[config.mk]
export PLATFORM = sky130hd
export DESIGN_NAME = rice_sample_rebuilder_flat
export DESIGN_NICKNAME = d
export VERILOG_FILES = /design/src/rtl/rice_sample_rebuilder_if.sv /design/src/rtl/rice_sample_rebuilder.sv /design/src/flat_wrapper.sv
export SDC_FILE = /design/constraint.sdc
export NUM_CORES = 1
export LEC_CHECK = 0
export BUFFER_PORTS_ARGS = -buffer_cell sky130_fd_sc_hd__buf_2
export CAP_MARGIN = 10
export CORE_MARGIN = 2
export CORE_UTILIZATION = 51
export CTS_BUF_LIST = sky130_fd_sc_hd__clkbuf_16
export CTS_CLUSTER_SIZE = 8
export DETAILED_ROUTE_END_ITERATION = 7
export PLACE_DENSITY_LB_ADDON = 0.2
export RECOVER_POWER = 25
export SYNTH_ARGS = -nofsm -noshare
export SYNTH_HDL_FRONTEND = slang
export SYNTH_SLANG_ARGS = --single-unit
[constraint.sdc]
create_clock -name clk -period 6.1 [get_ports clk]
set_input_delay 0.305 -clock clk [delete_from_list [all_inputs] [get_ports clk]]
set_output_delay 0.305 -clock clk [all_outputs]
set_load 0.1 [all_outputs]
[src/rtl/rice_sample_rebuilder_if.sv]
// rice_sample_rebuilder_if
//   Groups the control, input-beat and output-FIFO signals of
//   rice_sample_rebuilder.
//   master : the side that drives start/j/ref_en, the beats and out_ready
//            (upstream decoder plus downstream consumer).
//   slave  : the rebuilder itself.
//   Signals:
//     start, j, ref_en            block open request, length, reference flag
//     in_valid/in_ready           beat handshake; k, fs_in, kbits_in carry the beat
//     out_valid/out_ready         FIFO head handshake; sample_out is the head
//     block_done, err, busy       status
interface rice_sample_rebuilder_if #(
  parameter int N = 16
);
  logic         start;
  logic [4:0]   j;
  logic         ref_en;
  logic         in_valid;
  logic         in_ready;
  logic [4:0]   k;
  logic [4:0]   fs_in;
  logic [N-1:0] kbits_in;
  logic         out_valid;
  logic         out_ready;
  logic [N-1:0] sample_out;
  logic         block_done;
  logic         err;
  logic         busy;

  modport master (
    output start, j, ref_en, in_valid, k, fs_in, kbits_in, out_ready,
    input  in_ready, out_valid, sample_out, block_done, err, busy
  );

  modport slave (
    input  start, j, ref_en, in_valid, k, fs_in, kbits_in, out_ready,
    output in_ready, out_valid, sample_out, block_done, err, busy
  );
endinterface

[src/rtl/rice_sample_rebuilder.sv]
// rice_sample_rebuilder
//   Rebuilds Rice-coded samples from the decoded fundamental-sequence count
//   and the k split bits: delta = (fs << k) | (kbits & ((1<<k)-1)).
//   Results pass through a show-ahead FIFO; samples are grouped in blocks
//   of j beats, the first of which may be a raw reference sample.
//   Optional feature macro RICE_PREDICTOR_EN: when defined, each non-reference
//   beat is inverse-mapped through a unit-delay predictor (x_prev).
//   Without it the stored sample is delta itself. With no predictor nothing
//   consumes x_prev, so the register exists only in the predictor build.
// Ports:
//   clk    rising-edge clock
//   reset  asynchronous, active-high
//   bus    rice_sample_rebuilder_if.slave (beat input, FIFO output, status)
// Parameters:
//   N           sample / delta width
//   FIFO_DEPTH  output FIFO entries, power of two, >= 2
//
// state | meaning
// IDLE  | no block open, beats refused, start accepted when j != 0
// REF   | next beat is the raw reference sample of the block
// DATA  | beats are mapped residuals until the block count runs out
module rice_sample_rebuilder #(
  parameter int N          = 16,
  parameter int FIFO_DEPTH = 8
) (
  input  logic                    clk,
  input  logic                    reset,
  rice_sample_rebuilder_if.slave  bus
);

  localparam int AW = $clog2(FIFO_DEPTH);

  localparam logic [1:0] S_IDLE = 2'd0;
  localparam logic [1:0] S_REF  = 2'd1;
  localparam logic [1:0] S_DATA = 2'd2;

  localparam logic [N-1:0] ONE_N = 1;

  logic [1:0]   state;
  logic [4:0]   beat_cnt;
  logic         err_q;
  logic         done_q;

  logic [N-1:0] mem [FIFO_DEPTH];
  logic [AW-1:0] wr_ptr;
  logic [AW-1:0] rd_ptr;
  logic [AW:0]   count;

  logic         fifo_full;
  logic         fifo_nonempty;
  logic         ready;
  logic         accept;
  logic         pop;
  logic         start_ok;
  logic         last_beat;

  logic [N-1:0] mask;
  logic [N+4:0] delta_wide;
  logic [N-1:0] delta;
  logic         ovf;
  logic [N-1:0] data_sample;
  logic [N-1:0] sample_next;

  assign fifo_full     = (count == (AW+1)'(FIFO_DEPTH));
  assign fifo_nonempty = (count != '0);
  // No bypass when full: a pop in the same cycle does not open room for a push.
  assign ready     = (state != S_IDLE) && !fifo_full;
  assign accept    = bus.in_valid && ready;
  assign pop       = fifo_nonempty && bus.out_ready;
  assign start_ok  = bus.start && (state == S_IDLE) && (bus.j != 5'd0);
  assign last_beat = (beat_cnt == 5'd1);

  // Delta is built N+5 bits wide so that bits shifted past N-1 reveal overflow.
  assign mask       = (ONE_N << bus.k) - ONE_N;
  assign delta_wide = ({{N{1'b0}}, bus.fs_in} << bus.k) | {5'b0, bus.kbits_in & mask};
  assign delta      = delta_wide[N-1:0];
  assign ovf        = |delta_wide[N+4:N];

`ifdef RICE_PREDICTOR_EN
  logic [N-1:0] x_prev;
  logic [N-1:0] theta;

  // theta is the distance from x_prev to the nearer end of the N-bit range;
  // ~x_prev equals 2^N-1-x_prev.
  assign theta = (x_prev <= ~x_prev) ? x_prev : ~x_prev;

  always_comb begin
    data_sample = x_prev;
    if ({1'b0, delta} <= {theta, 1'b0}) begin
      // Interleaved region: even codes step up, odd codes step down.
      // For odd delta, (delta+1)/2 == (delta>>1) + 1.
      if (!delta[0]) data_sample = x_prev + (delta >> 1);
      else           data_sample = x_prev - (delta >> 1) - ONE_N;
    end else if (theta == x_prev) begin
      data_sample = x_prev + delta - theta;
    end else begin
      data_sample = x_prev + theta - delta;
    end
  end

  always_ff @(posedge clk or posedge reset) begin
    if (reset)       x_prev <= '0;
    else if (accept) x_prev <= sample_next;
  end
`else
  assign data_sample = delta;
`endif

  assign sample_next = (state == S_REF) ? bus.kbits_in : data_sample;

  always_ff @(posedge clk or posedge reset) begin
    if (reset) begin
      state    <= S_IDLE;
      beat_cnt <= '0;
      err_q    <= 1'b0;
      done_q   <= 1'b0;
    end else begin
      done_q <= accept && last_beat;
      case (state)
        S_IDLE: begin
          if (start_ok) begin
            beat_cnt <= bus.j;
            err_q    <= 1'b0;
            state    <= bus.ref_en ? S_REF : S_DATA;
          end
        end
        S_REF, S_DATA: begin
          if (accept) begin
            beat_cnt <= beat_cnt - 5'd1;
            state    <= last_beat ? S_IDLE : S_DATA;
            if ((state == S_DATA) && ovf) err_q <= 1'b1;
          end
        end
        default: state <= S_IDLE;
      endcase
    end
  end

  // FIFO bookkeeping; reset flushes by clearing pointers and count.
  always_ff @(posedge clk or posedge reset) begin
    if (reset) begin
      wr_ptr <= '0;
      rd_ptr <= '0;
      count  <= '0;
    end else begin
      if (accept) wr_ptr <= wr_ptr + 1'b1;
      if (pop)    rd_ptr <= rd_ptr + 1'b1;
      case ({accept, pop})
        2'b10:   count <= count + 1'b1;
        2'b01:   count <= count - 1'b1;
        default: count <= count;
      endcase
    end
  end

  always_ff @(posedge clk) begin
    if (accept) mem[wr_ptr] <= sample_next;
  end

  assign bus.in_ready   = ready;
  assign bus.out_valid  = fifo_nonempty;
  assign bus.sample_out = fifo_nonempty ? mem[rd_ptr] : '0;
  assign bus.block_done = done_q;
  assign bus.err        = err_q;
  assign bus.busy       = (state != S_IDLE);

endmodule

[src/flat_wrapper.sv]
// flat-port wrapper written by rule: the top's interface ports become plain ports
module rice_sample_rebuilder_flat 
#(
  parameter int N          = 16,
  parameter int FIFO_DEPTH = 8
)
  (clk, reset, bus_start, bus_j, bus_ref_en, bus_in_valid, bus_k, bus_fs_in, bus_kbits_in, bus_out_ready, bus_in_ready, bus_out_valid, bus_sample_out, bus_block_done, bus_err, bus_busy);
  rice_sample_rebuilder_if #(.N(N)) bus_i ();
  input  logic clk;
  input  logic reset;
  input wire logic [$bits(bus_i.start)-1:0] bus_start;
  input wire logic [$bits(bus_i.j)-1:0] bus_j;
  input wire logic [$bits(bus_i.ref_en)-1:0] bus_ref_en;
  input wire logic [$bits(bus_i.in_valid)-1:0] bus_in_valid;
  input wire logic [$bits(bus_i.k)-1:0] bus_k;
  input wire logic [$bits(bus_i.fs_in)-1:0] bus_fs_in;
  input wire logic [$bits(bus_i.kbits_in)-1:0] bus_kbits_in;
  input wire logic [$bits(bus_i.out_ready)-1:0] bus_out_ready;
  output wire logic [$bits(bus_i.in_ready)-1:0] bus_in_ready;
  output wire logic [$bits(bus_i.out_valid)-1:0] bus_out_valid;
  output wire logic [$bits(bus_i.sample_out)-1:0] bus_sample_out;
  output wire logic [$bits(bus_i.block_done)-1:0] bus_block_done;
  output wire logic [$bits(bus_i.err)-1:0] bus_err;
  output wire logic [$bits(bus_i.busy)-1:0] bus_busy;
  assign bus_i.start = bus_start;
  assign bus_i.j = bus_j;
  assign bus_i.ref_en = bus_ref_en;
  assign bus_i.in_valid = bus_in_valid;
  assign bus_i.k = bus_k;
  assign bus_i.fs_in = bus_fs_in;
  assign bus_i.kbits_in = bus_kbits_in;
  assign bus_i.out_ready = bus_out_ready;
  assign bus_in_ready = bus_i.in_ready;
  assign bus_out_valid = bus_i.out_valid;
  assign bus_sample_out = bus_i.sample_out;
  assign bus_block_done = bus_i.block_done;
  assign bus_err = bus_i.err;
  assign bus_busy = bus_i.busy;
  rice_sample_rebuilder #(.N(N), .FIFO_DEPTH(FIFO_DEPTH)) u_core (.clk(clk), .reset(reset), .bus(bus_i));
endmodule
* Word-level counts from Yosys, hierarchy flattened
Memory sizes are Yosys's and may differ from the RTL's.
Index checks and enable logic that the tools add are counted.
** Cells by class
- Reductions and logical operators :: 19
- Muxes and demuxes :: 17
- Eq/ne operators :: 9
- Shifts and indexed selects :: 2
- $add $sub $neg :: 6
- Bitwise logic cells :: 2
** Operator list (count)
- $mux W16 :: 2
- $or A21 B16 Y21 :: 1
- $shl A5 B5 Y21 :: 1
- $and A16 B16 Y16 :: 1
- $shl A1 B5 Y16 const A :: 1
- $sub A16 B1 Y16 const B :: 1
- $mux W5 :: 2
- $pmux W5 S2 :: 1
- $mux W2 :: 4
- $pmux W4 S2 :: 1
- $logic_and A1 B1 Y1 :: 7
- $add A3 B1 Y3 const B :: 2
- $ne A2 B1 Y1 const B :: 3
- $reduce_bool A2 Y1 :: 3
- $eq A5 B1 Y1 const B :: 1
- $mux W1 :: 5
- $reduce_bool A5 Y1 :: 1
- $reduce_or A5 Y1 :: 1
- $sub A5 B1 Y5 const B :: 1
- $add A4 B1 Y4 const B :: 1
- $eq A2 B1 Y1 const B :: 2
- $eq A2 B2 Y1 const B :: 2
- $eq A4 B4 Y1 const B :: 1
- $pmux W2 S2 :: 1
- other kinds (9) :: 9
** Storage, ports and cells
- Register bits :: 19
- Input bits :: 37
- RAM bits :: 128
- Memories kept :: 1
- Output and inout bits :: 21
- Logic and storage cells :: 63
** Memory list
- u_core.mem :: words 8, width 16, rd ports 1, clocked after memory_dff 0, wr ports 1, line rice_sample_rebuilder.sv:44 : logic [N-1:0] mem [FIFO_DEPTH];

* Logic depth before layout (Yosys ltp)
Gate-level depths: netlist of the first run.
- Depth after elaboration :: 9
- Gate-level depth with buffers :: 11
- Mapped depth without buffers :: 10

* Least setup slack after synthesis of the first run
OpenSTA, ideal clock, no wires.
- Path kind :: register to register
- From :: register u_core.state[0]
- To :: memory u_core.mem[0][0] (enable)
- Data required time :: 5.670 ns
- Path buffers :: 1
- Cell stages (with the launch flop) :: 6
- Arrival time :: 2.607 ns
- Slack :: 3.063 ns
- Setup time :: 0.430 ns
- Cell sequence :: dfrtp_1 > inv_1 > ha_1 > a211o_1 > buf_6 > nor4_1
** On the way
- Cells in the longest elaborated chain, start to end :: 5
** RTL lines
- start, declared :: line rice_sample_rebuilder.sv:39 : logic [1:0] state;
- start signal, assigned :: line rice_sample_rebuilder.sv:124 : state <= bus.ref_en ? S_REF : S_DATA;
- start signal, assigned :: line rice_sample_rebuilder.sv:130 : state <= last_beat ? S_IDLE : S_DATA;
- $reduce_bool A2 Y1 :: line rice_sample_rebuilder.sv:67 : assign ready = (state != S_IDLE) && !fifo_full;
- $logic_and A1 B1 Y1 :: line rice_sample_rebuilder.sv:67
- $logic_and A1 B1 Y1 :: line rice_sample_rebuilder.sv:68 : assign accept = bus.in_valid && ready;
- $mux W1 :: line rice_sample_rebuilder.sv:157 : if (accept) mem[wr_ptr] <= sample_next;
- $mux W1 (not written as such) :: line rice_sample_rebuilder.sv:157
- end, declared :: line rice_sample_rebuilder.sv:44
No other way between the ends.

* Worst setup path after layout of the first run
- From :: register u_core.count[2]
- To :: register u_core.count[3]
** RTL lines
- start, declared :: line rice_sample_rebuilder.sv:47 : logic [AW:0] count;
- start signal, assigned :: line rice_sample_rebuilder.sv:149 : 2'b10: count <= count + 1'b1;
- start signal, assigned :: line rice_sample_rebuilder.sv:150 : 2'b01: count <= count - 1'b1;
- start signal, assigned :: line rice_sample_rebuilder.sv:151 : default: count <= count;
- $reduce_bool A4 Y1 * :: line rice_sample_rebuilder.sv:65 : assign fifo_nonempty = (count != '0);
- $logic_and A1 B1 Y1 * :: line rice_sample_rebuilder.sv:69 : assign pop = fifo_nonempty && bus.out_ready;
- net u_core.pop :: line rice_sample_rebuilder.sv:53 : logic pop;
- $eq A2 B1 Y1 or $eq A2 B2 Y1 (tied branches) :: line rice_sample_rebuilder.sv:148 : case ({accept, pop})
- $pmux W4 S2 or $reduce_bool A2 Y1 (tied branches)
Mark *: on every way through the listed nets, which the timed path passes. The rest lies on a longest branch.
A chain may end at the register's enable or synchronous reset.

==> summary.md, run 1 <==
| Metric | Value |
|---|---|
| Syn Inst Count | `467` |
| Main combinational cell family by area after synthesis | `multiplexers` |
| Int Power | `2.58 mW` |
| Synth warn | `0` |
| Number of gates resized after CTS | `0` |
| Register area | `0.00432 sq mm` |
| Mux contribution to synthesized area | `about 15%` |
| Fmax | `315 MHz` |
| Setup TNS | `0 ps` |
| FP Rows | `42` |
| Cell with the most instances after synthesis | `edfxtp_1` |
| Top cells by count, synth | `edfxtp_1 (128), nor2_1 (40), nand2_1 (38)` |
| CTS tree | `yes` |
| EDFF count, synth | `128` |
| Routed wl met3 | `816 um` |
| Synth cell types | `between 50 and 60` |
| Reg2reg end | `u_core.count[3]` |
| Ranking of synthesized cells by area | `edfxtp_1 (56%), mux4_2 (11%), dfrtp_1 (7.0%)` |
| ANT nets after route | `0` |
| CTS Root Cell | `clkbuf_16` |
| Final hold vios | `0` |
| Clk buf depth | `2` |
| Hold buffers post-CTS | `0` |
| Setup CP Type | `register to register` |
| Final Power | `about 4.6 mW` |
| CP Capture Type | `register` |
| DPL Wire Length | `8.69 mm` |
| Max Cap Viol | `0` |
| DR iter-0 viols | `~350` |
| Worst-Skew Late Latency | `a little over 400 ps` |
| Clk pin slew, worst setup/hold paths | `around 60 ps` |
| Final setup fails | `0` |
| Tcrit/Tclk final | `between 50% and 60%` |
| Nets@finish | `573` |
| DRC | `0` |
| Die width | `about 120 um` |
| Tmin final | `3170 ps` |
| Multi-input logic area | `0.00234 sq mm` |
| Critical Path Fanout Max | `18` |
| Hold Path Class | `primary input to async pin` |
| Routed wl met2 | `slightly below 7 mm` |
| Share of the synthesized area in the top cell type | `56.3%` |
| Largest net degree at the start of global routing | `35` |
| Critical Path RT | `6390 ps` |
| Core area | `0.0131 sq mm` |
| Unrepaired setup endpoints after global routing | `false` |
| GRT Util Overall | `20.6%` |
| Pwr per Cell Area | `576 mW/mm^2` |
| Post-synthesis sequential area ratio | `between 60% and 70%` |
| First drt pass iteration count | `6` |
| Fin. max-slew vios | `0` |
| Via-to-Cell Ratio | `approximately 5.8` |
| Ant diodes | `0` |
| Routed WL | `13.8 mm` |
| DR WL/cell | `19.4 um` |
| Num CTS Buffers | `17` |
| Initial antenna violation count | `0` |
| CP startpoint kind | `register` |
| R2R depth | `9` |
| Syn-to-layout area delta | `15.9%` |
| Cell taking the most area after synthesis | `edfxtp_1` |
| Clk sinks | `roughly 150` |
| Die height | `120 um` |
| Synth Area in XOR/XNOR | `1.15%` |
| M1 WL | `6.06 mm` |
| IO Port Bufs | `57` |
| Syn nets | `517` |
| Vias in the first global route | `slightly above 4,000` |
| # Post-CTS Setup Buffers | `0` |
| Initial Utilization | `52.0%` |
| Max_slew headroom | `20.5%` |
| Highest metal used | `met4` |
| Adder-cell share of the synthesized area | `under 10%` |
| Outcome | `completed` |
| Layout fillers | `1,032` |
| Die area | `0.0143 sq mm` |
| Combinational power share | `43.8%` |
| Netlist Area Pre-Place | `~0.0068 sq mm` |
| IO Count | `58` |
| Vias | `4,139` |
| Sequential power share | `31.9%` |
| Switch Pwr | `1.98 mW` |
| Leak pwr | `2.88 nW` |
| Clk_skew | `slightly above 10 ps` |
| Switching Share | `43.5%` |
| Fraction of layout cells with a size suffix above 1 | `26.5%` |
| GRT overflow | `0` |
| VDD IR max | `0.297 mV` |
| H-tree depth | `4` |
| R2R setup slack | `2930 ps` |
| Synth Area in Simple Gates | `7.91%` |
| Flops & latches, synth | `between 100 and 150` |
| FFs w/ async S/R, synth | `between 10% and 20%` |
| Synth Area per Inst | `14.6 sq um` |
| Arrival time of the worst setup path | `between 3000 and 4000 ps` |
| Placer congestion estimate | `0.913` |
| RR Startpoint | `u_core.count[2]` |
| Clock power share | `24.3%` |
| Compound-cell area share of the yosys netlist | `approximately 7.7%` |
| First-pass GRT wire length | `21.9 mm` |
| Main synth FF type | `edfxtp_1` |
| Worst Tran Pin Value | `approximately 1200 ps` |
==> area by class of cell <==
type	count	area share, %
repair buffers	66	4.25
flip-flops and latches	147	54.6
multi-input cells	275	29.5
well taps	176	2.78
clock buffers	17	5.37
inverters	16	0.759
clock inverters	15	2.70
==> layer usage <==
layer | vias up | track usage (%)
met1 | 2078 | 28.6
met2 | 141 | 32.2
li1 | 1903 | -
met4 | 0 | 7.65
met3 | 17 | 4.71
met5 | - | 0
==> placed cells by master, fill, tap and decap left out, drive strengths merged, types with 6 or more instances in the layout <==
| cell type | count |
|---|---|
| nor2b | 7 |
| nor2 | 40 |
| a21oi | 12 |
| xnor2 | 6 |
| mux4 | 32 |
| nand2 | 38 |
| edfxtp | 128 |
| mux2 | 7 |
| dfrtp | 19 |
| clkinv | 7 |
| o21ai | 32 |
| mux2i | 20 |
| inv | 18 |
| clkbuf | 24 |
| buf | 59 |
| ha | 12 |
| nor3 | 9 |
==> registers in the layout (all words and copies together) (netlist names) <==
name and cells:
u_core.state 2, u_core.mem 128, u_core.beat_cnt 5, u_core.count 4
u_core.rd_ptr 3, u_core.bus.block_done 1, u_core.wr_ptr 3, u_core.bus.err 1
==> through the flow <==
stage                     utilization (%)  setup WS, ps  cell area, sq um  instances  hold slack [ps]
after global routing                 60.2          2630              7920        712             64.8
after detailed placement             55.6          2940              7300        680              471
final                                60.2          2930              7920        712             8.83
after floorplan                         -          3060              6830        467              256
after CTS                            60.5          2940              7940        712             17.8
after global placement               55.6          3080              7300        680              464
==> kinds of logic (layout without fill, tap and decap cells) <==
group | after synthesis | count (layout)
flip-flops | 147 | 147
AND/OR/NAND/NOR | 116 | 116
AO/OA/AOI/OAI | 78 | 78
multiplexers | 59 | 59
buffers and inverters | 45 | 114
adder cells (fa/ha/maj) | 13 | 13
XOR/XNOR | 9 | 9
==> worst max path at each step <==
stage	start	end	slack, ps
finish	u_core.count[2]	u_core.count[3]	2930
global route	u_core.count[2]	u_core.count[3]	2630
detailed placement	u_core.count[2]	u_core.count[3]	2940
global placement	u_core.count[2]	u_core.count[3]	3080
CTS	u_core.count[2]	u_core.count[3]	2940
floorplan	u_core.state[0]	u_core.mem[0][0]	3060
==> power by group through the flow <==
stage          logic, mW  clock network, mW  registers [mW]
3_5_place_dp        2.02                  0            1.47
5_1_grt             2.12               1.17            1.47
2_1_floorplan       1.74                  0            1.39
6_report            2.00               1.11            1.45
3_3_place_gp        1.99                  0            1.47
4_1_cts             2.02               1.13            1.45
==> critical path: stages, from the launching register on <==
cell and delay (ps):
dfrtp_1 440, nor4_4 1020, nor2b_1 260, ha_1 330, ha_1 280, a21o_2 210, a21oi_1 170, xnor2_1 140
nor2_1 70, xor2_1 140
(Power assumes the default switching activity.)
==> run 2, diff against run 1 <==
==> constraint.sdc (replaced) <==
create_clock -name clk -period 2.64 [get_ports clk]
set_input_delay 0.132 -clock clk [delete_from_list [all_inputs] [get_ports clk]]
set_output_delay 0.132 -clock clk [all_outputs]
set_load 0.1 [all_outputs]
==> run 2 against run 1 <==
  * Register-to-register slack worse by 2700 ps
  * Clock skew down 1.1 ps
  * Design area up 1.7%
  * Setup slack worse by 2700 ps
  * Combinational power rose to 2.5 times the previous value
  * Sequential power up 120%
  * Clock power up 110%
  * Die area unchanged
  * Utilization up 1.0 points
  * Hold slack better by 34 ps
  * Critical path depth down 1
==> summary.md, run 2 (synthesis results as in run 1) <==
| Metric | Value |
|---|---|
| Outcome | `completed` |
| WHS | `43.2 ps (+34.4 ps)` |
| CP bufs+invs | `1 (+1)` |
| Max Cap Viol | `0 (unchanged)` |
| First-pass GRT wire length | `22.1 mm (+0.82%)` |
| Die width | `120 um (unchanged)` |
| Register area | `0.00432 sq mm (about the same)` |
| Fraction of layout cells with a size suffix above 1 | `29.4% (+2.9 points)` |
| Syn-to-layout area delta | `17.9%` |
| DR iter-0 viols | `354 (+1.7%)` |
| Multi-input logic area | `0.00236 sq mm (+0.96%)` |
| IO Port Bufs | `57 (unchanged)` |
| CP cell instances | `inv_1 -> ha_1 -> or4b_1 -> o32ai_1 -> a21o_1 -> or2_4 -> nor3_2 -> mux2_1` |
| Num CTS Buffers | `17 (unchanged)` |
| Most flop-heavy register | `u_core.mem` |
| Worst-Skew Late Latency | `420 ps (about the same)` |
| CP top delay family | `simple AND/OR/NAND/NOR gates` |
| Placer congestion estimate | `0.940 (+3.0%)` |
| FP Rows | `42 (unchanged)` |
| Layout fillers | `1,017 (-1.5%)` |
| DPL Wire Length | `9.25 mm (+6.5%)` |
| Unrepaired setup endpoints after global routing | `false` |
| Routed WL | `14.3 mm (+3.3%)` |
| Vias in the first global route | `4,069 (-0.025%)` |
| VDD IR max | `0.674 mV (+130%)` |
| Clk buf depth | `2 (unchanged)` |
| DR WL/cell | `19.7 um (+1.1%)` |
| Commonest non-fill, non-tap cell in the layout | `edfxtp_1` |
| CTS tree | `yes` |
| Final Power | `10.5 mW (+130%)` |
| Clk sinks | `147 (unchanged)` |
| Fmax | `407 MHz (+29%)` |
| Final setup fails | `0 (unchanged)` |
| Via-to-Cell Ratio | `5.73 (-1.4%)` |
| Largest net degree at the start of global routing | `35 (unchanged)` |
| Clk_skew | `9.32 ps (-1.07 ps)` |
| CP Capture Type | `register` |
| Die height | `120 um (unchanged)` |
| Max_slew headroom | `22.8% (+2.3 points)` |
| IO Count | `58 (unchanged)` |
| Critical Path RT | `2940 ps (-3450 ps)` |
| CP startpoint kind | `register` |
| Arrival time of the worst setup path | `2750 ps (-710 ps)` |
| Clk pin slew, worst setup/hold paths | `60 ps (about the same)` |
| Leak pwr | `2.93 nW (+1.9%)` |
| Final hold vios | `0 (unchanged)` |
| Top Registers | `u_core.mem x128, u_core.beat_cnt x5, u_core.count x4` |
| CTS Root Cell | `clkbuf_16` |
| Initial Utilization | `52.0% (unchanged)` |
| First drt pass iteration count | `5 (-1)` |
| Tcrit/Tclk final | `93.0% (+41 points)` |
| Pwr per Cell Area | `1300 mW/mm^2 (+130%)` |
| # Post-CTS Setup Buffers | `0 (unchanged)` |
| Setup TNS | `0 ps (unchanged)` |
| Initial antenna violation count | `0 (unchanged)` |
| DRC | `0 (unchanged)` |
| ANT nets after route | `0 (unchanged)` |
| Nets@finish | `588 (+2.6%)` |
| Core area | `0.0131 sq mm (unchanged)` |
| Tmin final | `2450 ps (-717 ps)` |
| GRT overflow | `0 (unchanged)` |
| Die area | `0.0143 sq mm (unchanged)` |
| Critical Path Fanout Max | `12 (-6)` |
| Worst Tran Pin Value | `1160 ps (-28.8 ps)` |
| GRT Util Overall | `20.9% (+0.26 points)` |
| Setup CP Type | `register to register` |
| Ant diodes | `0 (unchanged)` |
| Hold Path Class | `primary input to register` |
| Fin. max-slew vios | `0 (unchanged)` |
| Vias | `4,165 (+0.63%)` |
| Worst stage delay on the critical path | `450 ps (-570 ps)` |
| CP max-delay cell | `or4b_1` |
| Most frequent cells in the layout | `edfxtp_1 (128), buf_2 (51), nand2_1 (38)` |
| H-tree depth | `4 (unchanged)` |
| Largest register FFs | `128 (unchanged)` |
-- run 2: final timing paths --
path / from / end / slack [ps] / depth (start not counted)
max: u_core.state[0] / u_core.bus.err / 190 / 8
min: bus_j[0] / u_core.beat_cnt[0] / 40 / 3
max reg2reg: u_core.state[0] / u_core.bus.err / 190 / 8
min reg2reg: u_core.bus.err / u_core.bus.err / 490 / 1
max in group asynchronous: reset / u_core.rd_ptr[0] / 1720 / 3
min in group asynchronous: reset / u_core.count[2] / 400 / 3
-- run 2: layout make-up --
class                      instances  share of cell area, %
sequential                       147                   53.7
multi-input combinational        275                   29.3
timing repair buffer              81                   6.51
clock buffer                      17                   5.28
tap                              176                   2.74
clock inverter                    15                   1.76
inverter                          16                  0.746
-- run 2: what timing repair did --
action	CTS	global route
hold buffers	2	0
endpoints found under the hold margin	20	0
resized for setup	0	0
-- run 2: tightest hold or removal path, delay by kind of cell --
kind | cells | cell delay, ps
buffers and inverters | 1 | 110
AO/OA/AOI/OAI | 1 | 70
AND/OR/NAND/NOR | 1 | 110
-- run 2: where the power goes --
part	switching, mW	internal (mW)	leakage [nW]	total [mW]
Combinational	3.53	1.48	1.27	5.01
Sequential	0.251	2.96	1.39	3.21
Clock	0.897	1.38	0.278	2.28
Total	4.68	5.81	2.93	10.5
-- run 2: routing by layer --
| metal | vias up | track usage [%] | routed length [um] |
|---|---|---|---|
| met2 | 138 | 33.8 | 7000 |
| met1 | 2062 | 28.0 | 6250 |
| met3 | 23 | 4.37 | 764 |
| met5 | - | 0 | 0 |
| li1 | 1942 | - | - |
| met4 | 0 | 8.16 | 280 |
-- run 2: stage by stage --
stage / cell area, sq um / utilization, % / std cells / setup slack [ps]
after floorplan: 6860 / - / 467 / 0.170
after global placement: 7510 / 57.2 / 693 / 347
after CTS: 8100 / 61.6 / 727 / 193
after global routing: 8050 / 61.3 / 727 / 22.4
final: 8050 / 61.3 / 727 / 186
after detailed placement: 7510 / 57.2 / 693 / 196
==> run 3, diff against run 2 <==
--- a/config.mk
+++ b/config.mk
@@ -8,7 +8,7 @@
 export BUFFER_PORTS_ARGS = -buffer_cell sky130_fd_sc_hd__buf_2
 export CAP_MARGIN = 10
 export CORE_MARGIN = 2
-export CORE_UTILIZATION = 51
+export CORE_UTILIZATION = 54
 export CTS_BUF_LIST = sky130_fd_sc_hd__clkbuf_16
 export CTS_CLUSTER_SIZE = 8
 export DETAILED_ROUTE_END_ITERATION = 7
==> run 3 against run 2 <==
  * Utilization increased by 3.1 points
  * Setup slack lost 12 ps
  * Hold slack improved by 3.4 ps
  * Clock power shrank 4%
  * Power down 1.4%
  * Critical path type is now register to output pin
  * Highest routed layer unchanged
==> summary.md, run 3 (synthesis results as in run 1) <==
| Metric | Value |
|---|---|
| Most flop-heavy register | `u_core.mem` |
| Worst stage delay on the critical path | `600 ps (+150 ps)` |
| Leak pwr | `2.93 nW (-0.11%)` |
| IO Port Bufs | `57 (unchanged)` |
| CP bufs+invs | `2 (+1)` |
| DPL Wire Length | `9.16 mm (-1.0%)` |
| Clk_skew | `8.71 ps (-0.602 ps)` |
| Placer congestion estimate | `0.881 (-6.3%)` |
| Fmax | `406 MHz (-0.48%)` |
| Die height | `116 um (-2.7%)` |
| Outcome | `completed` |
| Ant diodes | `0 (unchanged)` |
| Vias | `4,079 (-2.1%)` |
| DRC | `0 (unchanged)` |
| Number of gates resized after CTS | `0 (unchanged)` |
| Fin. max-slew vios | `0 (unchanged)` |
| CP max-delay cell | `dfrtp_2` |
| Worst Tran Pin Value | `1180 ps (+13.5 ps)` |
| VDD IR max | `0.862 mV (+28%)` |
| Vias in the first global route | `3,981 (-2.2%)` |
| Arrival time of the worst setup path | `2330 ps (-420 ps)` |
| Num CTS Buffers | `17 (unchanged)` |
| Most frequent cells in the layout | `edfxtp_1 (128), buf_2 (52), nand2_1 (38)` |
| CP startpoint kind | `register` |
| Largest net degree at the start of global routing | `33 (-5.7%)` |
| DR WL/cell | `19.1 um (-3.0%)` |
| Clk pin slew, worst setup/hold paths | `60 ps (about the same)` |
| Initial antenna violation count | `0 (unchanged)` |
| Nets@finish | `591 (+0.51%)` |
| First drt pass iteration count | `4 (-1)` |
| CTS tree | `yes` |
| Worst-Skew Late Latency | `410 ps (about the same)` |
| Max_slew headroom | `21.9% (-0.90 points)` |
| Final hold vios | `0 (unchanged)` |
| GRT overflow | `0 (unchanged)` |
| Max Cap Viol | `0 (unchanged)` |
| Pwr per Cell Area | `1290 mW/mm^2 (-1.0%)` |
| Setup CP Type | `register to output pin` |
| Top Registers | `u_core.mem x128, u_core.beat_cnt x5, u_core.count x4` |
| Clk buf depth | `2 (unchanged)` |
| Via-to-Cell Ratio | `5.64 (-1.5%)` |
| Fraction of layout cells with a size suffix above 1 | `29.8% (+0.36 points)` |
| H-tree depth | `4 (unchanged)` |
| Syn-to-layout area delta | `17.5%` |
| Routed WL | `13.8 mm (-3.5%)` |
| CTS Root Cell | `clkbuf_16` |
| First-pass GRT wire length | `21.1 mm (-4.5%)` |
| Die area | `0.0136 sq mm (-5.4%)` |
| Setup TNS | `0 ps (unchanged)` |
| Unrepaired setup endpoints after global routing | `false` |
| CP top delay family | `multiplexers` |
| ANT nets after route | `0 (unchanged)` |
| Commonest non-fill, non-tap cell in the layout | `edfxtp_1` |
| Critical Path Fanout Max | `14 (+2)` |
| GRT Util Overall | `21.8% (+0.91 points)` |
| FP Rows | `41 (-2.4%)` |
| DR iter-0 viols | `318 (-10%)` |
| Register area | `0.00432 sq mm (unchanged)` |
| Critical Path RT | `2510 ps (-430 ps)` |
| Layout fillers | `931 (-8.5%)` |
| # Post-CTS Setup Buffers | `0 (unchanged)` |
| Die width | `116 um (-2.7%)` |
| Core area | `0.0125 sq mm (-5.1%)` |
| Multi-input logic area | `0.00238 sq mm (+0.85%)` |
| Tmin final | `2470 ps (+11.8 ps)` |
| Tcrit/Tclk final | `93.4% (+0.45 points)` |
| CP Capture Type | `output pin` |
| Clk sinks | `147 (unchanged)` |
| Hold buffers post-CTS | `2 (unchanged)` |
| Hold Path Class | `primary input to register` |
| Final setup fails | `0 (unchanged)` |
| Initial Utilization | `54.8% (+2.8 points)` |
| WHS | `46.6 ps (+3.38 ps)` |
| IO Count | `58 (unchanged)` |
| CP cell instances | `buf_12 -> mux4_2 -> mux2i_1 -> nor2_2 -> buf_2` |
| Largest register FFs | `128 (unchanged)` |
-- run 3: metal layers --
| layer | wire length, um | global-route usage, % | vias up | share of wire, % |
|---|---|---|---|---|
| met5 | 0 | 0 | - | 0 |
| met4 | 290 | 9.84 | 0 | 2.1 |
| met3 | 780 | 4.77 | 15 | 5.7 |
| met2 | 7110 | 36.0 | 122 | 52 |
| met1 | 5610 | 27.9 | 2008 | 41 |
| li1 | - | - | 1934 | - |
-- run 3: final cells by class --
cell class,instances,share of cell area (%)
inverters,16,0.748
clock buffers,17,5.30
clock inverters,12,1.50
repair buffers,84,6.28
multi-input cells,275,29.7
flip-flops and latches,147,53.8
well taps,172,2.68
-- run 3: through the flow --
stage | setup slack, ps | cell area [sq um] | total power, mW | util, % | cells
6_report | 174 | 8030 | 10.3 | 64.4 | 723
5_1_grt | 49.3 | 8030 | 10.8 | 64.4 | 723
4_1_cts | 105 | 8040 | 10.5 | 64.5 | 723
3_5_place_dp | 261 | 7470 | 8.25 | 60.0 | 692
3_3_place_gp | 348 | 7470 | 8.16 | 60.0 | 692
2_1_floorplan | 0.170 | 6860 | 7.28 | - | 467
-- run 3: final timing paths --
| check | slack (ps) | from | cells after the start | end |
|---|---|---|---|---|
| worst max-delay path | 170 | u_core.rd_ptr[0] | 5 | bus_sample_out[12] |
| max in group asynchronous | 1730 | reset | 3 | u_core.rd_ptr[0] |
| worst min register to register | 490 | u_core.bus.err | 1 | u_core.bus.err |
| worst max register to register | 280 | u_core.state[1] | 4 | u_core.mem[6][5] |
| worst min-delay path | 50 | bus_j[0] | 3 | u_core.beat_cnt[0] |
| min in group asynchronous | 400 | reset | 3 | u_core.count[1] |
-- run 3: report_power, final --
group / total (mW) / internal (mW) / switching, mW / leakage [nW]
Combinational: 4.91 / 1.45 / 3.46 / 1.28
Sequential: 3.23 / 2.96 / 0.274 / 1.39
Clock: 2.20 / 1.36 / 0.847 / 0.260
Total: 10.3 / 5.76 / 4.58 / 2.93
-- run 3: worst reg2reg max path, cell delays in order (launching register included) --
cell and delay, ps:
dfrtp_1 390, inv_1 90, ha_1 220, or3_1 430
o21ai_0 880
